## config.mk

```make
export PLATFORM = sky130hd
export DESIGN_NAME = agc_envelope_detector_flat
export DESIGN_NICKNAME = d
export VERILOG_FILES = /design/src/rtl/agc_envelope_detector_if.sv /design/src/rtl/agc_envelope_detector.sv /design/src/flat_wrapper.sv
export SDC_FILE = /design/constraint.sdc
export NUM_CORES = 1
export LEC_CHECK = 0
export BUFFER_PORTS_ARGS = -buffer_cell sky130_fd_sc_hd__buf_2
export CAP_MARGIN = 5
export CORE_MARGIN = 4
export CORE_UTILIZATION = 30
export CTS_BUF_LIST = sky130_fd_sc_hd__clkbuf_4 sky130_fd_sc_hd__clkbuf_8
export DETAILED_ROUTE_END_ITERATION = 8
export PLACE_DENSITY = 0.47
export SYNTH_ARGS = -nofsm -noshare
export SYNTH_HDL_FRONTEND = slang
export SYNTH_SLANG_ARGS = --single-unit
```

## constraint.sdc

```tcl
create_clock -name clk -period 11.5 [get_ports clk]
set_input_delay 0.575 -clock clk [delete_from_list [all_inputs] [get_ports clk]]
set_output_delay 0.575 -clock clk [all_outputs]
set_load 0.03 [all_outputs]
```

## src/rtl/agc_envelope_detector_if.sv

```systemverilog
// Sample stream bundle for the AGC envelope detector.
// The master drives raw samples; the slave returns the conditioned results.
interface agc_envelope_detector_if;
  logic [7:0] sample_in;
  logic       sample_valid;
  logic [7:0] sample_out;
  logic [7:0] magnitude;
  logic [7:0] envelope;
  logic       out_valid;
  logic       clip;

  modport master (
    output sample_in, sample_valid,
    input  sample_out, magnitude, envelope, out_valid, clip
  );

  modport slave (
    input  sample_in, sample_valid,
    output sample_out, magnitude, envelope, out_valid, clip
  );
endinterface

```

## src/rtl/agc_envelope_detector.sv

```systemverilog
// AGC front end: DC removal by running-mean tracker, saturation, magnitude,
// peak-hold envelope with timed decay and raw-input clip detection.
module agc_envelope_detector #(
  parameter int DECAY_PERIOD = 256,
  parameter int DECAY_SHIFT  = 4,
  parameter int DC_SHIFT     = 6
) (
  input  logic                    clk,
  input  logic                    reset_not,
  agc_envelope_detector_if.slave  bus
);

  localparam int CW = (DECAY_PERIOD > 2) ? $clog2(DECAY_PERIOD) : 1;
  localparam logic [CW-1:0] CNT_LAST = CW'(DECAY_PERIOD - 1);
  localparam logic signed [8:0] SAT_HI = 9'sd127;
  localparam logic signed [8:0] SAT_LO = -9'sd128;

  logic [15:0]        dc_acc;
  logic [7:0]         dc_est;
  logic signed [16:0] diff;
  logic signed [16:0] dc_step;
  logic [16:0]        dc_sum;
  logic signed [8:0]  centred;
  logic [7:0]         sat;
  logic [7:0]         mag;
  logic [CW-1:0]      cnt;
  logic               tick;
  logic [7:0]         env;
  logic [7:0]         dec;
  logic [7:0]         dec_step;
  logic [7:0]         cand;
  logic [7:0]         env_next;

  assign dc_est = dc_acc[15:8];

  // Tracker moves a fraction of the error towards the sample; the floor of the
  // shift never overshoots the target, so the Q8.8 accumulator cannot wrap.
  always_comb begin
    diff    = $signed({1'b0, bus.sample_in, 8'h00}) - $signed({1'b0, dc_acc});
    dc_step = diff >>> DC_SHIFT;
    dc_sum  = {1'b0, dc_acc} + $unsigned(dc_step);
  end

  always_comb begin
    centred = $signed({1'b0, bus.sample_in}) - $signed({1'b0, dc_est});
    if (centred > SAT_HI) begin
      sat = 8'h7F;
    end else if (centred < SAT_LO) begin
      sat = 8'h80;
    end else begin
      sat = centred[7:0];
    end
    mag = sat[7] ? (8'd0 - sat) : sat;
  end

  assign tick = (cnt == CNT_LAST);

  // Decay always removes at least one count so small envelopes still reach zero.
  always_comb begin
    dec      = env >> DECAY_SHIFT;
    dec_step = (dec == 8'd0) ? 8'd1 : dec;
    cand     = (tick && env != 8'd0) ? (env - dec_step) : env;
    env_next = (bus.sample_valid && mag > cand) ? mag : cand;
  end

  always_ff @(posedge clk or negedge reset_not) begin
    if (!reset_not) begin
      cnt <= '0;
    end else if (tick) begin
      cnt <= '0;
    end else begin
      cnt <= cnt + 1'b1;
    end
  end

  always_ff @(posedge clk or negedge reset_not) begin
    if (!reset_not) begin
      dc_acc <= 16'h8000;
    end else if (bus.sample_valid) begin
      dc_acc <= dc_sum[15:0];
    end
  end

  always_ff @(posedge clk or negedge reset_not) begin
    if (!reset_not) begin
      bus.sample_out <= 8'h00;
      bus.magnitude  <= 8'h00;
      bus.clip       <= 1'b0;
      bus.out_valid  <= 1'b0;
    end else begin
      bus.out_valid <= bus.sample_valid;
      if (bus.sample_valid) begin
        bus.sample_out <= sat;
        bus.magnitude  <= mag;
        bus.clip       <= (bus.sample_in == 8'h00) || (bus.sample_in == 8'hFF);
      end
    end
  end

  always_ff @(posedge clk or negedge reset_not) begin
    if (!reset_not) begin
      env <= 8'h00;
    end else begin
      env <= env_next;
    end
  end

  assign bus.envelope = env;

endmodule
```

## src/flat_wrapper.sv

```systemverilog
// flat-port wrapper written by rule: the top's interface ports become plain ports
module agc_envelope_detector_flat 
#(
  parameter int DECAY_PERIOD = 256,
  parameter int DECAY_SHIFT  = 4,
  parameter int DC_SHIFT     = 6
)
  (clk, reset_not, bus_sample_in, bus_sample_valid, bus_sample_out, bus_magnitude, bus_envelope, bus_out_valid, bus_clip);
  agc_envelope_detector_if bus_i ();
  input  logic clk;
  input  logic reset_not;
  input wire logic [$bits(bus_i.sample_in)-1:0] bus_sample_in;
  input wire logic [$bits(bus_i.sample_valid)-1:0] bus_sample_valid;
  output wire logic [$bits(bus_i.sample_out)-1:0] bus_sample_out;
  output wire logic [$bits(bus_i.magnitude)-1:0] bus_magnitude;
  output wire logic [$bits(bus_i.envelope)-1:0] bus_envelope;
  output wire logic [$bits(bus_i.out_valid)-1:0] bus_out_valid;
  output wire logic [$bits(bus_i.clip)-1:0] bus_clip;
  assign bus_i.sample_in = bus_sample_in;
  assign bus_i.sample_valid = bus_sample_valid;
  assign bus_sample_out = bus_i.sample_out;
  assign bus_magnitude = bus_i.magnitude;
  assign bus_envelope = bus_i.envelope;
  assign bus_out_valid = bus_i.out_valid;
  assign bus_clip = bus_i.clip;
  agc_envelope_detector #(.DECAY_PERIOD(DECAY_PERIOD), .DECAY_SHIFT(DECAY_SHIFT), .DC_SHIFT(DC_SHIFT)) u_core (.clk(clk), .reset_not(reset_not), .bus(bus_i));
endmodule
```

Yosys cells after proc, flatten, opt, wreduce, memory -nomap -nowiden
Cells that the tools add are included.
{"block": "word_totals", "register_bits": 50, "in_bits": 11, "out_inout_bits": 26, "wordCells": 31}
{"block": "op_classes", "addsub": 6, "magnitude_cmp": 3, "n_eq_ne": 2, "n_mux": 7, "n_reduce_logical": 6}
{"cell": "2-to-1 mux 8 bit", "count": 6}
{"cell": "subtractor 16 x 16 -> 17 bit", "count": 1}
{"cell": "adder 16 bit", "count": 1}
{"cell": "== test 8 bit (second input constant)", "count": 2}
{"cell": "logical NOT 8 bit", "count": 2}
{"cell": "greater-than comparator 9 x 8 -> 1 bit (second input constant)", "count": 1}
{"cell": "< comparator 9 x 8 -> 1 bit (second input constant)", "count": 1}
{"cell": "subtractor 8 x 8 -> 9 bit", "count": 1}
{"cell": "adder 8 x 1 -> 8 bit (second input constant)", "count": 1}
{"cell": "greater-than comparator 8 bit", "count": 1}
{"cell": "nonzero test 8 bit", "count": 1}
{"cell": "subtractor 1 x 8 -> 8 bit (first input constant)", "count": 1}
{"cell": "subtractor 8 bit", "count": 1}
{"cell": "2-to-1 mux 4 bit", "count": 1}
{"cell": "logical AND 1 bit", "count": 2}
{"cell": "logical OR 1 bit", "count": 1}

Depth between registers and ports, before layout
Gate-level depths: netlist of the first run.
{"block": "depth", "depth_word": 9, "mapped_depth": 22, "mapped_depth_nobuf": 21}

Worst setup path after synthesis of the first run
No wires, ideal clock.
{"block": "synth_timing", "path_type": "input to register", "start": "input port bus_sample_in[0]", "end": "register u_core.env[1] (netlist: u_core.bus.envelope[1])", "setup_ps": 125, "arrival_ps": 4765, "t_required_ps": 11375, "setup_slack_ps": 6610, "stages": 21, "path_buffers": 1, "path_cell_list": "inv_1 -> ha_1 -> inv_1 -> fa_1 -> a211oi_2 -> nor2b_2 -> a21oi_1 -> clkbuf_1 -> nor2_1 -> o21ai_1 -> ha_1 -> nor2_1 -> and3_1 -> a2111o_1 -> inv_1 -> ha_1 -> a21o_1 -> a21oi_1 -> o21ai_0 -> o211ai_1 -> mux2_2"}
{"block": "synth_between", "elab_chain_len": 9, "elab_cells_between_ends": 10, "cone_classes": "add/sub: 2; order compare: 3; mux: 4; reduce/logical: 1"}
{"element": "start, declared", "line_no": "flat_wrapper.sv:12", "rtl": "input wire logic [$bits(bus_i.sample_in)-1:0] bus_sample_in;"}
{"element": "subtractor 8 x 8 -> 9 bit *", "line_no": "agc_envelope_detector.sv:45", "rtl": "centred = $signed({1'b0, bus.sample_in}) - $signed({1'b0, dc_est});"}
{"element": "< comparator 9 x 8 -> 1 bit", "line_no": "agc_envelope_detector.sv:48", "rtl": "end else if (centred < SAT_LO) begin"}
{"element": "2-to-1 mux 8 bit", "line_no": "agc_envelope_detector.sv:48"}
{"element": "2-to-1 mux 8 bit *", "line_no": "agc_envelope_detector.sv:46", "rtl": "if (centred > SAT_HI) begin"}
{"element": "subtractor 1 x 8 -> 8 bit", "line_no": "agc_envelope_detector.sv:53", "rtl": "mag = sat[7] ? (8'd0 - sat) : sat;"}
{"element": "2-to-1 mux 8 bit *", "line_no": "agc_envelope_detector.sv:53"}
{"element": "via u_core.mag[6]", "line_no": "agc_envelope_detector.sv:25", "rtl": "logic [7:0] mag;"}
{"element": "greater-than comparator 8 bit *", "line_no": "agc_envelope_detector.sv:63", "rtl": "env_next = (bus.sample_valid && mag > cand) ? mag : cand;"}
{"element": "logical AND 1 bit *", "line_no": "agc_envelope_detector.sv:63"}
{"element": "2-to-1 mux 8 bit *", "line_no": "agc_envelope_detector.sv:63"}
{"element": "via u_core.env_next[1]", "line_no": "agc_envelope_detector.sv:32", "rtl": "logic [7:0] env_next;"}
{"element": "end signal, assigned", "line_no": "agc_envelope_detector.sv:104", "rtl": "env <= env_next;"}
{"element": "end, declared", "line_no": "agc_envelope_detector.sv:28", "rtl": "logic [7:0] env;"}
Mark *: on every way through the listed nets, which the timed path passes. The rest lies on a longest branch.
A chain may end at the register's enable or synchronous reset.

Final worst setup path of the first run
{"block": "layout_timing", "start": "input port bus_sample_in[0]", "end": "register u_core.env[2] (netlist: u_core.bus.envelope[2])"}
The elaborated chain is that of the path after synthesis.

==> impl_results.rst, run 1 <==
.. list-table::
   :header-rows: 1

   * - Metric
     - Value
   * - Count of nets left with antenna violations after detail routing
     - 0
   * - TritonCTS Buffers
     - 5
   * - Path class of the lowest-slack min-delay path
     - in2async
   * - Core area
     - about 0.013 sq mm
   * - First-pass GRT wire length
     - about 16,000 um
   * - Placer's final routability congestion estimate
     - 0.813
   * - Post-synth cell types
     - 72
   * - Hold Vio Cnt, Final
     - 0
   * - Max Buffers Root-to-Sink
     - 2
   * - Setup repair after global routing missed its margin
     - no
   * - Std cell rows
     - between 40 and 50
   * - Leading register cell type out of synthesis
     - dfrtp_1
   * - Crit. End Element
     - flop
   * - Die footprint
     - 0.0153 sq mm
   * - Number of vias in the routed layout
     - around 3,300
   * - Floorplan die height
     - ~120 um
   * - Largest net degree at the start of global routing
     - 50
   * - Count of hold-fix buffers inserted at cts
     - 0
   * - Initial antenna violation count
     - 0
   * - Run status
     - finished clean
   * - Total negative slack
     - 0 ps
   * - HPWL reported at the end of detailed placement
     - roughly 7600 um
   * - Wire per inst
     - roughly 15 um
   * - Remaining global-route overflow
     - 0
   * - CP Launch Type
     - primary input
   * - Boundary pin count
     - 37
   * - Count of nets after finishing
     - 531
   * - Vias per Instance
     - between 5 and 6
   * - Setup slack after layout
     - 5990 ps
   * - Crit path max fanout
     - 14
   * - DRC violations left
     - 0
   * - Max-cap violations
     - 0
   * - Count of flip-flops with a built-in enable after synthesis
     - 0
   * - Final number of setup-violating endpoints
     - 0
   * - Cell area after synthesis
     - between 0.004 and 0.005 sq mm
   * - Maximum frequency from static timing analysis
     - approximately 180 MHz
   * - Family with the most delay on the worst path
     - compound AO/OA/AOI/OAI gates
   * - Biggest cell delay along the critical path
     - between 700 and 800 ps
   * - Number of sinks on the clock net
     - 49
   * - Number of DRC markers after the initial detailed-route iteration
     - between 150 and 200
   * - Worst hold slack
     - between 300 and 400 ps
   * - Total global routing track utilization
     - between 10% and 20%
   * - Via count of the first global-routing pass
     - between 3,000 and 4,000
   * - Port Buffer Count
     - 36
   * - Critical path class
     - in2reg
   * - Data required time at the worst endpoint
     - about 12,000 ps
   * - Number of synthesized register bits
     - 49
   * - Worst Max-Slew Pin Slew
     - approximately 900 ps
   * - Clock transition at the registers of the reported paths
     - approximately 100 ps
   * - Period Utilization, post-route
     - 47.9%
   * - Area Overhead vs Synth
     - 11.3%
   * - Slew Viols, Final
     - 0
   * - Synthesized instance count
     - between 400 and 500
   * - Die X-Extent
     - roughly 120 um
   * - Setup slack on the worst flop-to-flop path
     - between 6000 and 7000 ps
   * - Crit path time final
     - between 5000 and 6000 ps
   * - Leading post-synthesis cells by cell area
     - dfrtp_1, ha_1, a21oi_1
   * - TritonCTS clock tree
     - done
   * - Cell chain of the critical path
     - buf_2 -> inv_1 -> ha_1 -> inv_1 -> fa_1 -> a211oi_2 -> nor2b_2 -> a21oi_1 -> nor2_1 -> o21ai_1 -> ha_1 -> nor2_1 -> and3_1 -> a2111o_1 -> inv_1 -> ha_1 -> a21o_1 -> a21oi_1 -> o21ai_0 -> o211ai_1 -> mux2_2
   * - Clock Latency Late Sink
     - ~320 ps
   * - Layout Skew
     - about 5 ps
   * - Post-synthesis sequential area ratio
     - 30.5%
   * - Initial Utilization
     - around 30%
   * - Cell accounting for the most synthesized area
     - dfrtp_1
   * - Synth Warn #
     - 0
   * - Gates resized, CTS repair
     - 0
   * - Share of final-layout standard cells stronger than drive strength 1
     - around 16%
   * - Buffers & Inverters on Critical Path
     - 4
   * - Clock tree root driver cell
     - clkbuf_8
   * - First-pass iteration count of the detailed router
     - 5
   * - Pre-CTS setup slack
     - 5680 ps
   * - Final core area utilization
     - 33.9%
   * - Post-synth net total
     - 500
   * - Worst path arrival time
     - roughly 5700 ps
   * - Total detailed-routing wirelength
     - slightly below 10,000 um
   * - Total inserted antenna cells
     - 0
   * - Postcts setup bufs
     - 0
   * - Asr flop ratio synth
     - between 90% and 100%
   * - Synthesized area divided by synthesized cell count
     - approximately 9.0 sq um
   * - Fraction of synthesized cell area taken by the top area cell type
     - 29.9%
   * - H-tree depth
     - 2
   * - Max-Slew Margin vs Limit
     - a little under two fifths
   * - Slowest stage cell on the critical path
     - a21oi_1
## state kept, by name (all words and copies together), names as in the netlist
signal                 count
u_core.dc_acc             16
u_core.bus.envelope        8
u_core.bus.magnitude       8
u_core.cnt                 8
u_core.bus.sample_out      7
u_core.bus.clip            1
u_core.bus.out_valid       1
## cell type report
| class | count | area [sq um] |
|---|---|---|
| Clock inverter | 3 | 43.8 |
| Tap cell | 176 | 220 |
| Timing Repair Buffer | 37 | 188 |
| Fill cell | 1406 | 8720 |
| Inverter | 34 | 128 |
| Multi-Input combinational cell | 352 | 2600 |
| Clock buffer | 5 | 68.8 |
| Sequential cell | 49 | 1230 |
## cell usage in the layout, fill, tap and decap left out, types with 5 or more instances in the layout
master / n
and3_1: 5
nor2b_1: 6
nor4_1: 5
nand2b_1: 5
xor2_1: 15
a21oi_1: 39
a21o_1: 11
nor3_1: 6
mux2i_1: 10
mux2_2: 12
o21ai_1: 6
ha_1: 38
buf_2: 36
clkbuf_8: 5
nand2_1: 28
nand3_1: 10
dfrtp_1: 48
inv_1: 33
o211ai_1: 5
nand4_1: 6
xnor2_1: 21
nor2_1: 36
o21ai_0: 21
## worst paths after layout
check                                                  start                                    to  cells after the start
max in group asynchronous                          reset_not  u_core.bus.sample_out[5]$_DFFE_PN0P_                      2
worst max register to register  u_core.dc_acc[8]$_DFFE_PN0P_      u_core.bus.envelope[2]$_DFF_PN0_                     19
worst min register to register       u_core.cnt[0]$_DFF_PN0_               u_core.cnt[0]$_DFF_PN0_                      1
worst min-delay path                               reset_not               u_core.cnt[5]$_DFF_PN0_                      2
worst max-delay path                        bus_sample_in[0]      u_core.bus.envelope[2]$_DFF_PN0_                     21
min in group clk                     u_core.cnt[0]$_DFF_PN0_               u_core.cnt[0]$_DFF_PN0_                      1
## layer usage
layer  GRT usage (%)  wire length [um]  vias to the layer above
li1                -                 -                     1657
met1            17.6              4660                     1578
met5               0                 0                        -
met3            2.18               265                        8
met4            2.49                80                        0
met2            22.8              4810                       38
## stage by stage
step	area [sq um]	std cells
floorplan	4020	448
global placement	4360	648
detailed placement	4360	648
CTS	4470	656
global route	4470	656
finish	4470	656
## logic make-up after synthesis
group | after synthesis | share of synthesized area [%]
simple gates | 128 | 16.1
compound gates | 120 | 19.8
flops | 49 | 30.5
buf+inv | 47 | 4.82
fa+ha+maj | 42 | 13.6
xor+xnor | 38 | 8.65
mux | 24 | 6.50
## cells in the mapped netlist, drive strengths merged (2+ instances only)
| cell type | count |
|---|---|
| a211oi | 3 |
| a21o | 11 |
| a21oi | 41 |
| a22o | 2 |
| a22oi | 3 |
| a31oi | 2 |
| a41oi | 2 |
| and3 | 5 |
| buf | 7 |
| clkbuf | 6 |
| dfrtp | 48 |
| fa | 3 |
| ha | 38 |
| inv | 34 |
| mux2 | 14 |
| mux2i | 10 |
| nand2 | 28 |
| nand2b | 5 |
| nand3 | 10 |
| nand3b | 3 |
| nand4 | 6 |
| nor2 | 36 |
| nor2b | 7 |
| nor3 | 7 |
| nor4 | 5 |
| o211ai | 5 |
| o21a | 4 |
| o21ai | 28 |
| o21bai | 4 |
| o31ai | 3 |
| or2 | 6 |
| or3 | 3 |
| xnor2 | 22 |
| xor2 | 16 |
Power of run 1 is left out: the tool's default activity adds up to more than one toggle a clock period on the data nets, which glitch-free logic cannot reach.
==> inputs of run 2 (changes only) <==
- clock period: 11.5 -> 5.15 ns (I/O delays scaled with it)
==> run 2 against run 1 <==
  * Sequential share of layout area decreased by 0.18 points
  * Cell area is 0.67% higher
  * Largest cell class unchanged
  * First-iteration DRC count is 14% lower
  * Clock-buffer cell count is 1 higher
  * Critical path type is now reg2reg
  * Die area did not move
  * Register-to-register slack lost 5600 ps
  * Non-clock buffer count rose by 7
  * Core utilization rose by 0.23 points
  * Via count shrank 0.64%
  * Clock skew increased by 6.6 ps
==> impl_results.rst, run 2 (synthesis gave the netlist of run 1 again) <==
.. list-table::
   :header-rows: 1

   * - Metric
     - Value
   * - Largest net degree at the start of global routing
     - 50 (unchanged)
   * - First-pass GRT wire length
     - 16,300 um (+2.0%)
   * - Period Utilization, post-route
     - between 90% and 100%
   * - Port Buffer Count
     - 36 (unchanged)
   * - Crit. End Element
     - flop
   * - Number of sinks on the clock net
     - 49 (unchanged)
   * - Biggest cell delay along the critical path
     - 420 ps (-290 ps)
   * - TritonCTS clock tree
     - done
   * - Placer's final routability congestion estimate
     - 0.826 (+1.6%)
   * - Highest-count cells in the layout ignoring fill and taps
     - dfrtp_1, a21oi_1, ha_1
   * - Largest reg by FF count
     - u_core.dc_acc
   * - Final number of setup-violating endpoints
     - 0 (unchanged)
   * - Path class of the lowest-slack min-delay path
     - in2async
   * - Hold Vio Cnt, Final
     - 0 (unchanged)
   * - Total inserted antenna cells
     - 0 (unchanged)
   * - Share of final-layout standard cells stronger than drive strength 1
     - 17.0% (+1.2 points)
   * - Std cell rows
     - 42 (unchanged)
   * - Maximum frequency from static timing analysis
     - about 210 MHz
   * - Data required time at the worst endpoint
     - 5350 ps (-6360 ps)
   * - Run status
     - finished clean
   * - Worst Max-Slew Pin Slew
     - 653 ps (-270 ps)
   * - Boundary pin count
     - 37 (unchanged)
   * - Area Overhead vs Synth
     - 12.0%
   * - Met1 GRT Util
     - 17.9% (+0.23 points)
   * - HPWL reported at the end of detailed placement
     - 7560 um (-1.2%)
   * - Postcts setup bufs
     - 0 (unchanged)
   * - Critical path class
     - reg2reg
   * - Max-cap violations
     - 0 (unchanged)
   * - Via count of the first global-routing pass
     - 3,283 (+3.8%)
   * - Max Buffers Root-to-Sink
     - 2 (unchanged)
   * - Max-Slew Margin vs Limit
     - 56.5% (+18 points)
   * - Clock Latency Late Sink
     - 320 ps (about the same)
   * - TritonCTS Buffers
     - 5 (unchanged)
   * - Clock tree root driver cell
     - clkbuf_8
   * - Slowest stage cell on the critical path
     - ha_1
   * - H-tree depth
     - 2 (unchanged)
   * - Global route hottest layer
     - met2
   * - DRC violations left
     - 0 (unchanged)
   * - Slew Viols, Final
     - 0 (unchanged)
   * - Total negative slack
     - 0 ps (unchanged)
   * - Leading cell type in the layout, fill and taps excluded
     - dfrtp_1
   * - Crit path time final
     - ~4700 ps
   * - Number of DRC markers after the initial detailed-route iteration
     - 142 (-14%)
   * - Register Area
     - 0.00123 sq mm (unchanged)
   * - Floorplan die height
     - 124 um (unchanged)
   * - Met3 layer usage reported by global route
     - 2.27% (+0.091 points)
   * - Number of vias in the routed layout
     - 3,260 (-0.64%)
   * - Cell chain of the critical path
     - inv_1 -> ha_1 -> a21oi_2 -> nand2_1 -> a41oi_4 -> xor2_1 -> nor2_1 -> o21ai_0 -> ha_1 -> nor2_1 -> and3_1 -> a2111o_1 -> inv_1 -> ha_1 -> a21o_1 -> a21oi_1 -> o21ai_0 -> o211ai_1 -> mux2_2
   * - Met2 Resource Use GR
     - 22.8% (unchanged)
   * - Die X-Extent
     - 124 um (unchanged)
   * - Remaining global-route overflow
     - 0 (unchanged)
   * - Flip-flop count of the largest register, all copies and words added
     - 16 (unchanged)
   * - Total detailed-routing wirelength
     - 9720 um (-0.93%)
   * - Count of nets after finishing
     - 538 (+1.3%)
   * - Clock transition at the registers of the reported paths
     - 100 ps (about the same)
   * - Combined area of the multi-input logic cells
     - 0.00260 sq mm (unchanged)
   * - Wire per inst
     - 14.7 um (-2.0%)
   * - Setup repair after global routing missed its margin
     - no
   * - Gates resized, CTS repair
     - 0 (unchanged)
   * - CP Launch Type
     - flop
   * - Count of hold-fix buffers inserted at cts
     - 0 (unchanged)
   * - Initial antenna violation count
     - 0 (unchanged)
   * - Die footprint
     - 0.0153 sq mm (unchanged)
   * - First-pass iteration count of the detailed router
     - 4 (-1)
   * - Core area
     - 0.0132 sq mm (unchanged)
   * - Crit path max fanout
     - 10 (-4)
   * - Vias per Instance
     - 4.92 (-1.7%)
   * - Layout Skew
     - 11.5 ps (+6.57 ps)
   * - Most frequent cell on the critical path
     - ha_1
   * - Initial Utilization
     - 30.5% (unchanged)
   * - Worst path arrival time
     - 4940 ps (-780 ps)
   * - Fillers
     - 1,403 (-0.21%)
   * - Total global routing track utilization
     - 13.5% (+0.19 points)
   * - Count of nets left with antenna violations after detail routing
     - 0 (unchanged)
[run 2: cell count changes in the layout (fill, tap and decap cells not counted), sizes merged]
cell    before  now
buf         37   44
bufinv       1    0
clkbuf       5    6
[run 2: path summary, 6_finish.rpt]
kind,start,end,slack (ps),cells after the start
worst max-delay path,u_core.dc_acc[10]$_DFFE_PN0P_,u_core.bus.envelope[1]$_DFF_PN0_,410,19
worst min-delay path,reset_not,u_core.cnt[7]$_DFF_PN0_,40,2
worst max register to register,u_core.dc_acc[10]$_DFFE_PN0P_,u_core.bus.envelope[1]$_DFF_PN0_,410,19
worst min register to register,u_core.cnt[0]$_DFF_PN0_,u_core.cnt[0]$_DFF_PN0_,480,1
max in group asynchronous,reset_not,u_core.bus.sample_out[3]$_DFFE_PN0P_,4670,2
min in group clk,bus_sample_in[2],u_core.bus.clip$_DFFE_PN0P_,340,4
[run 2: cell type report]
| cell class | count | share of cell area [%] |
|---|---|---|
| multi-input combinational | 352 | 57.7 |
| sequential | 49 | 27.3 |
| timing repair buffer | 44 | 5.33 |
| tap | 176 | 4.89 |
| inverter | 34 | 2.83 |
| clock buffer | 6 | 1.69 |
| clock inverter | 2 | 0.306 |
[run 2: worst max-delay path: cells and delay by family, from the launching register on]
family                   cells  cell delay (ps)
flip-flops                   1              360
adder cells (fa/ha/maj)      3              930
buffers and inverters        2              130
AO/OA/AOI/OAI                8             1830
XOR/XNOR                     1              390
AND/OR/NAND/NOR              4              570
multiplexers                 1              390
[run 2: routing by layer]
metal	wire, um	up-vias
met5	0	-
met4	94	0
met3	323	8
met2	4610	41
met1	4690	1540
li1	-	1671
[run 2: per-stage QoR]
stage | worst slack, ps | cells | hold WS [ps] | util [%] | instance area [sq um]
floorplan | 517 | 448 | -38.1 | - | 4020
global placement | 486 | 655 | 417 | 33.5 | 4410
detailed placement | 410 | 655 | 417 | 33.5 | 4410
CTS | 383 | 663 | 60.5 | 34.1 | 4500
global route | 47.1 | 663 | 88.1 | 34.1 | 4500
finish | 414 | 663 | 42.4 | 34.1 | 4500
Power of run 2 is left out for the same reason.
==> inputs of run 3 (changes only) <==
- PLACE_DENSITY: 0.47 -> default
==> run 3 against run 2 <==
  * Clock skew is 1.2 ps higher
  * First-iteration DRC count is 16% higher
  * Global-route usage is 0.31 points lower
  * Register-to-register slack better by 80 ps
  * Die area stayed put
  * Worst setup slack better by 83 ps
  * Critical path depth is 1 higher
  * Clock-buffer cell count is 1 lower
  * Maximum frequency is 1.8% higher
  * Highest routed layer unchanged
==> impl_results.rst, run 3 (synthesis gave the netlist of run 1 again) <==
.. list-table::
   :header-rows: 1

   * - Metric
     - Value
   * - Crit path time final
     - 4650 ps (-82.9 ps)
   * - Fillers
     - 1,389 (-1.0%)
   * - Count of nets after finishing
     - 535 (-0.56%)
   * - Biggest cell delay along the critical path
     - 420 ps (about the same)
   * - Count of hold-fix buffers inserted at cts
     - 0 (unchanged)
   * - Count of nets left with antenna violations after detail routing
     - 0 (unchanged)
   * - Data required time at the worst endpoint
     - 5390 ps (+40 ps)
   * - Placer's final routability congestion estimate
     - 0.823 (-0.39%)
   * - Total detailed-routing wirelength
     - 9520 um (-2.1%)
   * - Vias per Instance
     - 4.99 (+1.5%)
   * - Wire per inst
     - 14.4 um (-1.7%)
   * - Buffers & Inverters on Critical Path
     - 3 (+1)
   * - Worst path arrival time
     - 4890 ps (-50 ps)
   * - Critical path class
     - reg2reg
   * - Largest reg by FF count
     - u_core.dc_acc
   * - Max-cap violations
     - 0 (unchanged)
   * - Port Buffer Count
     - 36 (unchanged)
   * - Clock Latency Late Sink
     - 320 ps (about the same)
   * - Flip-flop count of the largest register, all copies and words added
     - 16 (unchanged)
   * - First-pass GRT wire length
     - 16,200 um (-0.47%)
   * - Crit. End Element
     - flop
   * - Leading cell type in the layout, fill and taps excluded
     - dfrtp_1
   * - Worst Max-Slew Pin Slew
     - 909 ps (+257 ps)
   * - Slowest stage cell on the critical path
     - ha_1
   * - Number of vias in the routed layout
     - 3,294 (+1.0%)
   * - Slew Viols, Final
     - 0 (unchanged)
   * - Die X-Extent
     - 124 um (unchanged)
   * - Clock transition at the registers of the reported paths
     - 110 ps (about the same)
   * - Core area
     - 0.0132 sq mm (unchanged)
   * - Largest net degree at the start of global routing
     - 50 (unchanged)
   * - Share of final-layout standard cells stronger than drive strength 1
     - 16.9% (-0.10 points)
   * - Setup repair after global routing missed its margin
     - no
   * - H-tree depth
     - 2 (unchanged)
   * - Maximum frequency from static timing analysis
     - 215 MHz (+1.8%)
   * - Postcts setup bufs
     - 0 (unchanged)
   * - Initial antenna violation count
     - 0 (unchanged)
   * - Most frequent cell on the critical path
     - ha_1
   * - Cell chain of the critical path
     - inv_1 -> ha_1 -> a21oi_2 -> nand2_1 -> a41oi_4 -> xor2_2 -> nor2_1 -> o21ai_0 -> ha_1 -> nor2_1 -> and3_1 -> a2111o_1 -> inv_1 -> ha_1 -> a21o_1 -> a21oi_1 -> o21ai_0 -> o211ai_1 -> buf_4 -> mux2i_1
   * - Layout Skew
     - 12.8 ps (+1.21 ps)
   * - Cell count of the worst reg-to-reg path
     - 20 (+1)
   * - Period Utilization, post-route
     - 90.3% (-1.6 points)
   * - DRC violations left
     - 0 (unchanged)
   * - TritonCTS clock tree
     - done
   * - Clock tree root driver cell
     - clkbuf_8
   * - Total global routing track utilization
     - 13.1% (-0.31 points)
   * - Worst reg2reg endpoint
     - u_core.bus.envelope[6]$_DFF_PN0_
   * - CP Launch Type
     - flop
   * - Number of cells on the critical path
     - 20 (+1)
   * - HPWL reported at the end of detailed placement
     - 7470 um (-1.1%)
   * - Floorplan die height
     - 124 um (unchanged)
   * - Worst hold slack
     - 53.6 ps (+11.2 ps)
   * - Remaining global-route overflow
     - 0 (unchanged)
   * - Max-Slew Margin vs Limit
     - 39.4% (-17 points)
   * - Run status
     - finished clean
   * - First-pass iteration count of the detailed router
     - 4 (unchanged)
   * - Family with the most delay on the worst path
     - compound AO/OA/AOI/OAI gates
   * - Std cell rows
     - 42 (unchanged)
   * - Die footprint
     - 0.0153 sq mm (unchanged)
   * - Crit path max fanout
     - 10 (unchanged)
   * - Area Overhead vs Synth
     - 12.3%
   * - Initial Utilization
     - 30.5% (unchanged)
   * - Boundary pin count
     - 37 (unchanged)
   * - Via count of the first global-routing pass
     - 3,282 (-0.030%)
   * - Final number of setup-violating endpoints
     - 0 (unchanged)
   * - Total negative slack
     - 0 ps (unchanged)
   * - Gates resized, CTS repair
     - 0 (unchanged)
   * - Worst flop-to-flop path startpoint
     - u_core.dc_acc[10]$_DFFE_PN0P_
   * - Number of sinks on the clock net
     - 49 (unchanged)
   * - Path class of the lowest-slack min-delay path
     - in2async
   * - Setup slack on the worst flop-to-flop path
     - 500 ps (+80 ps)
   * - Highest-count cells in the layout ignoring fill and taps
     - dfrtp_1, a21oi_1, ha_1
   * - Max Buffers Root-to-Sink
     - 2 (unchanged)
   * - Number of DRC markers after the initial detailed-route iteration
     - 165 (+16%)
   * - TritonCTS Buffers
     - 5 (unchanged)
   * - Total inserted antenna cells
     - 0 (unchanged)
   * - Hold Vio Cnt, Final
     - 0 (unchanged)
-- run 3: cell count changes in the layout (fill, tap and decap cells not counted), sizes merged --
cell	delta
buf	-3
bufinv	+1
clkbuf	-1
-- run 3: worst max path at each step --
stage | startpoint | endpoint
floorplan | u_core.dc_acc[8]$_DFFE_PN0P_ | u_core.bus.envelope[1]$_DFF_PN0_
global placement | bus_sample_in[0] | u_core.bus.envelope[2]$_DFF_PN0_
detailed placement | u_core.dc_acc[10]$_DFFE_PN0P_ | u_core.bus.envelope[6]$_DFF_PN0_
CTS | u_core.dc_acc[10]$_DFFE_PN0P_ | u_core.bus.envelope[6]$_DFF_PN0_
global route | u_core.dc_acc[10]$_DFFE_PN0P_ | u_core.bus.envelope[0]$_DFF_PN0_
finish | u_core.dc_acc[10]$_DFFE_PN0P_ | u_core.bus.envelope[6]$_DFF_PN0_
-- run 3: metal layers --
metal	vias to the layer above	GRT usage [%]	wire, um
met5	-	0	0
met4	0	1.87	47
met3	7	2.00	271
li1	1662	-	-
met2	43	22.5	4610
met1	1582	18.0	4580
-- run 3: cell type report --
class | instances | area (sq um) | area share, %
Sequential cell | 49 | 1230 | 27.2
Timing Repair Buffer | 41 | 218 | 4.82
Clock inverter | 3 | 43.8 | 0.970
Multi-Input combinational cell | 352 | 2610 | 57.8
Tap cell | 176 | 220 | 4.88
Clock buffer | 5 | 68.8 | 1.52
Inverter | 34 | 128 | 2.83
-- run 3: per-stage QoR --
stage | instance area (sq um) | instances | setup WS (ps) | utilization, %
after floorplan | 4020 | 448 | 517 | -
after global placement | 4390 | 652 | 610 | 33.3
after detailed placement | 4390 | 652 | 406 | 33.3
after CTS | 4500 | 660 | 371 | 34.1
after global routing | 4520 | 660 | 126 | 34.2
final | 4520 | 660 | 497 | 34.2
Power of run 3 is left out for the same reason.
